[src/rtl/i2c_pkg.sv]
// Shared definitions for the I2C receive path: FSM states, default address, byte size.
package i2c_pkg;

    typedef enum logic [2:0] {
        ST_IDLE,
        ST_ADDR,
        ST_ACK_ADDR,
        ST_DATA,
        ST_ACK_DATA,
        ST_IGNORE
    } i2c_state_t;

    localparam logic [6:0]  I2C_DEFAULT_ADDR  = 7'h50;
    localparam int unsigned I2C_BITS_PER_BYTE = 8;

endpackage

[src/rtl/i2c_line_sync.sv]
// Two-flop synchronizer for one I2C pin plus previous-sample register for edge detection.
module i2c_line_sync (
    input  logic clk,
    input  logic rst,
    input  logic i_pin,
    output logic o_level,
    output logic o_rise,
    output logic o_fall
);

    logic r_meta;
    logic r_sync;
    logic r_prev;

    // Reset to 1 so an idle (pulled-up) bus produces no spurious edge.
    always_ff @(posedge clk) begin
        if (!rst) begin
            r_meta <= 1'b1;
            r_sync <= 1'b1;
            r_prev <= 1'b1;
        end else begin
            r_meta <= i_pin;
            r_sync <= r_meta;
            r_prev <= r_sync;
        end
    end

    assign o_level = r_sync;
    assign o_rise  = r_sync & ~r_prev;
    assign o_fall  = ~r_sync & r_prev;

endmodule

[src/rtl/i2c_slave_rx.sv]
// Receive-only I2C target: START/STOP detection, 7-bit address match, ACK and byte hand-off.
module i2c_slave_rx
    import i2c_pkg::*;
#(
    parameter logic [6:0] SLAVE_ADDR = I2C_DEFAULT_ADDR
) (
    input  logic       clk,
    input  logic       rst,
    input  logic       i2c_scl,
    input  logic       i2c_sda,
    output logic       sda_pull,
    output logic [7:0] rx_data,
    output logic       rx_valid,
    input  logic       rx_ready,
    output logic       addr_hit,
    output logic       bus_busy
);

    localparam int unsigned CNT_W   = $clog2(I2C_BITS_PER_BYTE);
    localparam logic [CNT_W-1:0] CNT_MAX = CNT_W'(I2C_BITS_PER_BYTE - 1);

    logic w_scl_lvl, w_scl_rise, w_scl_fall;
    logic w_sda_lvl, w_sda_rise, w_sda_fall;
    logic w_start, w_stop, w_last;
    logic [7:0] w_byte;

    i2c_state_t       r_state;
    logic [CNT_W-1:0] r_cnt;
    logic [7:0]       r_shift;
    logic             r_ack_phase;
    logic             r_nack;
    logic             r_sda_pull;
    logic [7:0]       r_rx_data;
    logic             r_rx_valid;
    logic             r_addr_hit;
    logic             r_bus_busy;

    i2c_line_sync u_scl_sync (
        .clk     (clk),
        .rst     (rst),
        .i_pin   (i2c_scl),
        .o_level (w_scl_lvl),
        .o_rise  (w_scl_rise),
        .o_fall  (w_scl_fall)
    );

    i2c_line_sync u_sda_sync (
        .clk     (clk),
        .rst     (rst),
        .i_pin   (i2c_sda),
        .o_level (w_sda_lvl),
        .o_rise  (w_sda_rise),
        .o_fall  (w_sda_fall)
    );

    assign w_start = w_sda_fall & w_scl_lvl;
    assign w_stop  = w_sda_rise & w_scl_lvl;
    assign w_byte  = {r_shift[6:0], w_sda_lvl};
    assign w_last  = (r_cnt == '0);

    always_ff @(posedge clk) begin
        if (!rst) begin
            r_state     <= ST_IDLE;
            r_cnt       <= CNT_MAX;
            r_shift     <= '0;
            r_ack_phase <= 1'b0;
            r_nack      <= 1'b0;
            r_sda_pull  <= 1'b0;
            r_rx_data   <= '0;
            r_rx_valid  <= 1'b0;
            r_addr_hit  <= 1'b0;
            r_bus_busy  <= 1'b0;
        end else begin
            if (r_rx_valid && rx_ready) begin
                r_rx_valid <= 1'b0;
            end
            // Bus conditions override bit handling; a partial byte is simply abandoned.
            if (w_stop) begin
                r_state     <= ST_IDLE;
                r_sda_pull  <= 1'b0;
                r_addr_hit  <= 1'b0;
                r_bus_busy  <= 1'b0;
                r_ack_phase <= 1'b0;
            end else if (w_start) begin
                r_state     <= ST_ADDR;
                r_cnt       <= CNT_MAX;
                r_shift     <= '0;
                r_sda_pull  <= 1'b0;
                r_addr_hit  <= 1'b0;
                r_bus_busy  <= 1'b1;
                r_ack_phase <= 1'b0;
            end else begin
                case (r_state)
                    ST_ADDR: begin
                        if (w_scl_rise) begin
                            r_shift <= w_byte;
                            r_cnt   <= r_cnt - CNT_W'(1);
                            if (w_last) begin
                                if (w_byte[7:1] == SLAVE_ADDR && !w_byte[0]) begin
                                    r_state <= ST_ACK_ADDR;
                                    r_nack  <= 1'b0;
                                end else begin
                                    r_state <= ST_IGNORE;
                                end
                            end
                        end
                    end
                    ST_DATA: begin
                        if (w_scl_rise) begin
                            r_shift <= w_byte;
                            r_cnt   <= r_cnt - CNT_W'(1);
                            if (w_last) begin
                                r_state <= ST_ACK_DATA;
                                // An unconsumed byte means overrun: drop the new one and NACK.
                                if (!r_rx_valid) begin
                                    r_rx_data  <= w_byte;
                                    r_rx_valid <= 1'b1;
                                    r_nack     <= 1'b0;
                                end else begin
                                    r_nack <= 1'b1;
                                end
                            end
                        end
                    end
                    ST_ACK_ADDR, ST_ACK_DATA: begin
                        // First SCL fall opens the ACK slot, the second closes it.
                        if (w_scl_fall) begin
                            if (!r_ack_phase) begin
                                r_ack_phase <= 1'b1;
                                r_sda_pull  <= ~r_nack;
                                if (r_state == ST_ACK_ADDR) begin
                                    r_addr_hit <= 1'b1;
                                end
                            end else begin
                                r_ack_phase <= 1'b0;
                                r_sda_pull  <= 1'b0;
                                r_state     <= ST_DATA;
                                r_cnt       <= CNT_MAX;
                            end
                        end
                    end
                    default: ;
                endcase
            end
        end
    end

    assign sda_pull = r_sda_pull;
    assign rx_data  = r_rx_data;
    assign rx_valid = r_rx_valid;
    assign addr_hit = r_addr_hit;
    assign bus_busy = r_bus_busy;

endmodule

[config.mk]
export PLATFORM = sky130hd
export DESIGN_NAME = i2c_slave_rx
export DESIGN_NICKNAME = d
export VERILOG_FILES = /design/src/rtl/i2c_pkg.sv /design/src/rtl/i2c_line_sync.sv /design/src/rtl/i2c_slave_rx.sv
export SDC_FILE = /design/constraint.sdc
export NUM_CORES = 1
export LEC_CHECK = 0
export BUFFER_PORTS_ARGS = -buffer_cell sky130_fd_sc_hd__clkbuf_2
export CELL_PAD_IN_SITES_DETAIL_PLACEMENT = 0
export CELL_PAD_IN_SITES_GLOBAL_PLACEMENT = 1
export CORE_MARGIN = 1.5
export CORE_UTILIZATION = 29
export CTS_BUF_LIST = sky130_fd_sc_hd__clkbuf_16
export DETAILED_ROUTE_END_ITERATION = 16
export PLACE_DENSITY = 0.55
export SLEW_MARGIN = 20
export SYNTH_ARGS = -nofsm -noshare
export SYNTH_HDL_FRONTEND = slang
export SYNTH_SLANG_ARGS = --single-unit
[constraint.sdc]
create_clock -name clk -period 2.44 [get_ports clk]
set_input_delay 0.488 -clock clk [delete_from_list [all_inputs] [get_ports clk]]
set_output_delay 0.488 -clock clk [all_outputs]
set_load 0.02 [all_outputs]
==> impl_results.md, run 1 <==
* Fin. Hold Viols at 0
* Max Fanout on Critical Path at 16
* Initial DRC Count at between 60 and 70
* Crit path DAT at between 1500 and 2000 ps
* Critical Path Source Type: flop
* CTS Root Cell: clkbuf_16
* CTS Buf Count at 5
* GRT Total Usage at between 10% and 20%
* Initial antenna violation count at 0
* Die width at 76.1 um
* Die Ht at between 70 and 80 um
* Post-synthesis instance area at around 1600 um2
* Endpoints failing setup at 0
* Crit-path leading delay family: flip-flops
* GR Overflow Total at 0
* RSZ-0062 raised after global routing: no
* Setup TNS at 0 ps
* Bufs on Longest Clock Path at 2
* CP peak stage delay at 620 ps
* Critical path's slowest cell: dfxtp_1
* EDFF count, synth at 0
* Worst Path Required at 2620 ps
* Routed wire per std cell at roughly 13 um
* Fin Clk Skew at about 5.0 ps
* Largest net degree at the start of global routing at 33
* Post-DP HPWL at approximately 2300 um
* Maximum VDD drop at ~0.00027 V
* Max Transition Viols Final at 0
* Register area at 661 um2
* Asr flop ratio synth at 0%
* Layout area overhead at 17.4%
* Post-synth cell types at 40
* WL final at 3290 um
* Slew @ Worst Pin at between 600 and 700 ps
* I/O pin total at 17
* Fin crit share at just over 70%
* Buf+Inv Stages, Crit Path at 0
* Net Count, Synth at 173
* TritonRoute pass-1 iters at 4
* Num Clock Sinks at 33
* Top FF cell, synth: dfxtp_1
* # nets final at approximately 190
* Share of layout cells above drive strength 1 at between 10% and 20%
* TritonCTS clock tree: done
* Diodes inserted at 0
* Input/output buffers at 16
* FF+latch count, synth at 33
* Post-synthesis cell count at about 170
* Vias/cell at ~5
* Vias after detailed routing at between 1000 and 1500
* Syn Area/Cell at between 9 and 10 um2
* Crit. End Element: flop
* Yosys warning total at 0
* Maxcap violations at 0
* F_max at approximately 570 MHz
* Clk_lat worst skew at around 270 ps
* Vias in the first global route at between 1000 and 1500
* Worst hold path class: primary input to flop
* Crit-path cells: nand2b_1 -> a22oi_4 -> nand4_1 -> a211oi_1
* Drc violations at 0
* Detail Route Antenna Nets at 0
* RD Place Congestion at between 0.7 and 0.8
* Post-CTS Setup Inserts at 0
* Worst slew margin at a little under three fifths
* # fillers at ~570
* PwrDens at between 600 and 700 nW/um2
* # rows at 26
* CTS resizes at 0
* Initial Utilization at a little under a third
* Hold-fix buffers, CTS at 0
* Sequential-to-total area share from yosys stat at 42.6%
* Clock Pin Slew Worst Setup and Hold Paths at about 50 ps
* Die area at just under 6000 um2
* CP Class: flop to flop
* Multi-input gate area at 832 um2
* Leakage at between 0.6 and 0.7 nW
* H-Tree Level Count at 2
* Core region area at about 5000 um2
* Global-route wire length before repair at 5890 um
* Final Util at 35.4%
* Outcome: finished, final reports clean
* Post-route minimum period at 1750 ps
worst paths after layout:
kind | startpoint | endpoint | slack (ps) | depth (start not counted)
max | r_state[0] | r_state[1] | 690 | 4
min | i2c_scl | u_scl_sync.r_meta | 390 | 2
max reg2reg | r_state[0] | r_state[1] | 690 | 4
min reg2reg | u_scl_sync.r_meta | u_scl_sync.o_level | 400 | 1
area by class of cell:
cell class,count,area share (%)
clock inverter,3,0.755
timing repair buffer,17,4.81
inverter,4,0.824
multi-input combinational,121,45.7
tap,70,4.81
sequential,33,36.3
clock buffer,5,6.87
flip-flops by register name, indices dropped and copies added (netlist names), 3 cells and up:
register and count:
rx_data 8, r_shift 7, r_cnt 3, r_state 3
logic make-up after synthesis:
group / count (synthesis) / share of synthesized area, %
AND/OR/NAND/NOR: 67 / 25.6
AO/OA/AOI/OAI: 33 / 14.4
flip-flops: 33 / 42.6
multiplexers: 15 / 9.68
buffers and inverters: 12 / 3.79
XOR/XNOR: 3 / 1.69
adder cells (fa/ha/maj): 3 / 2.26
placed cells by master (no fill, tap or decap), drive strengths merged:
| master | instances |
|---|---|
| clkbuf | 21 |
| xnor2 | 2 |
| o41ai | 1 |
| nand2 | 15 |
| nor3 | 5 |
| nand3 | 7 |
| a22oi | 1 |
| nand2b | 8 |
| a21boi | 2 |
| dfxtp | 33 |
| nor2 | 7 |
| ha | 2 |
| nor4 | 2 |
| nand4 | 1 |
| nor3b | 2 |
| o21ai | 9 |
| inv | 5 |
| a211oi | 3 |
| o2111ai | 1 |
| nor2b | 11 |
| o21a | 2 |
| or3b | 1 |
| a22o | 1 |
| xor2 | 1 |
| clkinv | 2 |
| buf | 1 |
| o21bai | 2 |
| and3 | 1 |
| nand4bb | 1 |
| and2 | 1 |
| a31oi | 2 |
| nand3b | 4 |
| o211ai | 2 |
| and4bb | 1 |
| mux2i | 15 |
| maj3 | 1 |
| a21oi | 7 |
power breakdown:
group          leakage, nW  switching [mW]  internal, mW
sequential           0.267          0.0101         0.546
clock               0.0748           0.218         0.370
combinational        0.347          0.0305        0.0191
total                0.689           0.258         0.934
worst reg2reg max path, cell delays in order, from the launching register on:
cell      delay [ps]
dfxtp_1          620
nand2b_1         300
a22oi_4          320
nand4_1          160
a211oi_1         270
metrics by stage:
step	cells	hold WS [ps]	power (mW)	area, um2	worst slack (ps)
floorplan	166	386	0.602	1550	971
global placement	245	393	0.616	1680	724
detailed placement	245	392	0.617	1680	748
CTS	253	392	1.21	1820	698
global route	253	390	1.25	1820	555
finish	253	395	1.19	1820	686
layer usage:
metal	track usage, %	up-vias	share of wire [%]
met4	6.11	0	1.5
met3	4.19	6	4.3
li1	-	620	-
met1	14.5	590	46
met2	21.2	20	48
met5	0	-	0
Yosys cell counts, types with 2 or more instances:
| cell | instances | area (um2) |
|---|---|---|
| nand3_1 | 7 | 35.0 |
| dfxtp_1 | 33 | 661 |
| nor3_1 | 5 | 25.0 |
| a21oi_1 | 7 | 35.0 |
| clkbuf_1 | 4 | 15.0 |
| xnor2_1 | 2 | 17.5 |
| nand2b_1 | 8 | 50.1 |
| nor2b_1 | 11 | 68.8 |
| o211ai_1 | 2 | 15.0 |
| a211oi_1 | 3 | 22.5 |
| o21ai_0 | 9 | 45.0 |
| ha_1 | 2 | 25.0 |
| inv_1 | 4 | 15.0 |
| nand2_1 | 14 | 52.6 |
| o21a_1 | 2 | 15.0 |
| a21boi_0 | 2 | 15.0 |
| mux2i_1 | 15 | 150 |
| nor2_1 | 7 | 26.3 |
| nor3b_1 | 2 | 15.0 |
| o21bai_1 | 2 | 15.0 |
| buf_2 | 2 | 10.0 |
| nand3b_1 | 4 | 30.0 |
| a31oi_1 | 2 | 12.5 |
Note: power is estimated with default switching activity, not from simulation.
==> inputs of run 2 (changes only) <==
Settings changed: ABC_AREA from default to 1, PLACE_DENSITY 0.55 to 0.6.
Clock period 2.44 ns to 1.5 ns, I/O delays scaled along.
==> run 2 against run 1 <==
Net effect: combinational power grew to 15 times the previous value; cell area rose by 3.4%; non-clock buffer count up 8; area after synthesis is 3.3% lower; power increased by 130%; worst setup slack got worse by 610 ps; first-iteration DRC count decreased by 25%; largest cell class unchanged; highest routed layer unchanged; register-to-register slack got worse by 610 ps; count of clock-buffer cells in the layout unchanged; critical path type unchanged; maximum frequency is 23% higher; critical path depth rose by 3; sequential cell count unchanged.
==> impl_results.md, run 2 <==
* Dpl cells at 293 (+20%)
* EDFF count, synth at 0 (unchanged)
* Post-DP HPWL at 2490 um (+8.5%)
* Crit. End Element: flop
* Max Fanout on Critical Path at 5 (-11)
* Non-filler cells, final at 304 (+20%)
* PwrDens at 1450 nW/um2 (+120%)
* Routed wire per std cell at 11.4 um (-12%)
* FF+latch count, synth at 33 (unchanged)
* Vias after detailed routing at 1354 (+9.5%)
* Syn Area/Cell at 7.18 um2 (-23%)
* Max reg flops at 8 (unchanged)
* GR Overflow Total at 0 (unchanged)
* Most common cell after layout, fill and taps aside: nand2_1
* Vias in the first global route at 1253 (-0.24%)
* Fin crit share at 94.7% (+23 points)
* Synth top area cells: dfxtp_1 44%, nand2_1 10%, nor2_1 9.5%, inv_1 5.3%, nand3_1 5.0%
* Most frequent cells in the layout: 40 x nand2_1, 36 x nor2_1, 29 x dfxtp_1
* Total power at 2.73 mW (+130%)
* Synth Area in Compound Gates at 9.34% (-5.0 points)
* Global-route wire length before repair at 5830 um (-1.1%)
* Initial Utilization at 30.9% (+0.76 points)
* Num Clock Sinks at 33 (unchanged)
* Yosys warning total at 0 (unchanged)
* Post-synthesis instance area at 1500 um2 (-3.3%)
* Share of layout cells above drive strength 1 at 25.7% (+9.3 points)
* Simple-gate share of the synthesized area at 35.9% (+10 points)
* Fin. Hold Viols at 0 (unchanged)
* Leakage at 0.870 nW (+26%)
* RSZ-0062 raised after global routing: yes
* Xor/xnor share of the synthesized area at 0.584% (-1.1 points)
* Fin Clk Skew at 3.49 ps (-1.54 ps)
* Sequential-to-total area share from yosys stat at 44.0% (+1.5 points)
* Hold WS at 212 ps (-182 ps)
* Design area at 1880 um2 (+3.4%)
* Core region area at 4850 um2 (-5.7%)
* Die Ht at 74.9 um (-1.6%)
* I/O pin total at 17 (unchanged)
* Synth area leader: dfxtp_1
* Placed cell areas at 1670 um2 (-0.52%)
* Synth top cells by count: 40 x nand2_1, 38 x nor2_1, 33 x dfxtp_1
* Input/output buffers at 16 (unchanged)
* Setup TNS at 0 ps (unchanged)
* Die width at 74.9 um (-1.6%)
* Synth top area share at 44.0% (+1.5 points)
* Top-count cell post-synth: nand2_1
* Crit-path cells: inv_2 -> ha_4 -> nand4_1 -> a21oi_2 -> nand2_2 -> o21ai_1 -> nor2_1
* Combinational family with the most area after synthesis: simple AND/OR/NAND/NOR gates
* WL final at 3470 um (+5.3%)
* Diodes inserted at 0 (unchanged)
* Maximum VDD drop at 0.000609 V (+120%)
* Layout area overhead at 25.5%
* Post-synth cell types at 24 (-40%)
* Largest net degree at the start of global routing at 18 (-45%)
* CTS Buf Count at 5 (unchanged)
* Net Count, Synth at 216 (+25%)
* Crit path DAT at 1590 ps (-350 ps)
* H-Tree Level Count at 2 (unchanged)
* Detail Route Antenna Nets at 0 (unchanged)
* Endpoints failing setup at 0 (unchanged)
* Vias/cell at 4.45 (-8.8%)
* Setup WS pre-CTS at -21.3 ps (-769 ps)
* Die area at 5610 um2 (-3.2%)
* Maxcap violations at 0 (unchanged)
* GRT Total Usage at 13.8% (+1.2 points)
* Worst Path Required at 1670 ps (-950 ps)
* Outcome: finished, final reports clean
* # nets final at 244 (+29%)
* TritonRoute pass-1 iters at 4 (unchanged)
* CP Class: flop to flop
* Multiplexer area fraction after synthesis at 0% (-9.7 points)
* Worst hold path class: primary input to flop
* Post-synthesis adder-cell area fraction at 1.67% (-0.59 points)
* # rows at 25 (-3.8%)
* Bufs on Longest Clock Path at 2 (unchanged)
* Top FF cell, synth: dfxtp_1
* Clock Pin Slew Worst Setup and Hold Paths at 50 ps (about the same)
* Max Transition Viols Final at 0 (unchanged)
* RD Place Congestion at 0.729 (-4.5%)
* Setup WS post-layout at 79.0 ps (-607 ps)
* Critical Path Source Type: flop
* Post-route minimum period at 1420 ps (-333 ps)
* Final Util at 38.8% (+3.4 points)
* F_max at 704 MHz (+23%)
* CP peak stage delay at 330 ps (-290 ps)
* Slew @ Worst Pin at 242 ps (-418 ps)
* Critical path's slowest cell: dfxtp_2
* Initial DRC Count at 51 (-25%)
* Asr flop ratio synth at 0% (unchanged)
* Worst slew margin at 83.8% (+28 points)
* CTS Root Cell: clkbuf_16
* TritonCTS clock tree: done
* Drc violations at 0 (unchanged)
* Clk_lat worst skew at 270 ps (about the same)
* Initial antenna violation count at 0 (unchanged)
* Post-synthesis cell count at 209 (+26%)
-- run 2: cell types whose count changed after synthesis, moves of 4 or more --
cell / before / now
nand2b_1: 8 / 0
o21ai_1: 0 / 4
nor2_1: 7 / 38
nor2b_1: 11 / 0
nand4_1: 1 / 6
or2_2: 0 / 5
nor3_1: 5 / 1
nand3_1: 7 / 15
nand2_1: 14 / 40
inv_1: 4 / 21
a21oi_1: 7 / 14
mux2i_1: 15 / 0
-- run 2: final timing paths --
check,start,end,slack (ps),cells past startpoint
hold reg to reg,u_sda_sync.r_meta,u_sda_sync.o_level,410,1
hold / removal,i2c_sda,u_sda_sync.r_meta,210,2
setup / recovery,r_cnt[0],rx_data[7],80,7
setup reg to reg,r_cnt[0],rx_data[7],80,7
-- run 2: what timing repair did --
item                                    in CTS  in global routing
pin swaps                                    2                  1
gates cloned                                 1                  0
endpoints found under the setup margin       8                 19
hold buffers                                 0                  0
setup buffers                                1                  2
resized for setup                            1                 23
-- run 2: worst max-delay path, delay by kind of cell, from the launching register on --
kind / cells / cell delay [ps]
fa+ha+maj: 1 / 130
flops: 1 / 330
buf+inv: 1 / 70
compound gates: 2 / 410
simple gates: 3 / 380
-- run 2: where the power goes --
part           internal (mW)  total (mW)  switching, mW
registers              0.963        1.04         0.0746
logic                  0.282       0.753          0.472
clock network          0.593       0.938          0.345
-- run 2: final cells by class --
class / instances / area, um2
clock buffer: 5 / 125
clock inverter: 2 / 7.51
fill: 560 / 2970
inverter: 24 / 95.1
multi-input combinational: 148 / 754
sequential: 33 / 666
tap: 67 / 83.8
timing repair buffer: 25 / 151
-- run 2: cells by family (layout without fill, tap and decap cells) --
| family | after synthesis | after routing |
|---|---|---|
| simple gates | 116 | 117 |
| flops | 33 | 33 |
| buf+inv | 29 | 56 |
| compound gates | 28 | 28 |
| fa+ha+maj | 2 | 2 |
| xor+xnor | 1 | 1 |
-- run 2: routing by layer --
layer  share of wire [%]  global-route usage, %  up-vias
met4                 1.2                   4.24        0
met5                   0                      0        -
met1                  50                   17.7      610
met3                 2.5                   3.61        6
met2                  47                   22.8       14
li1                    -                      -      724
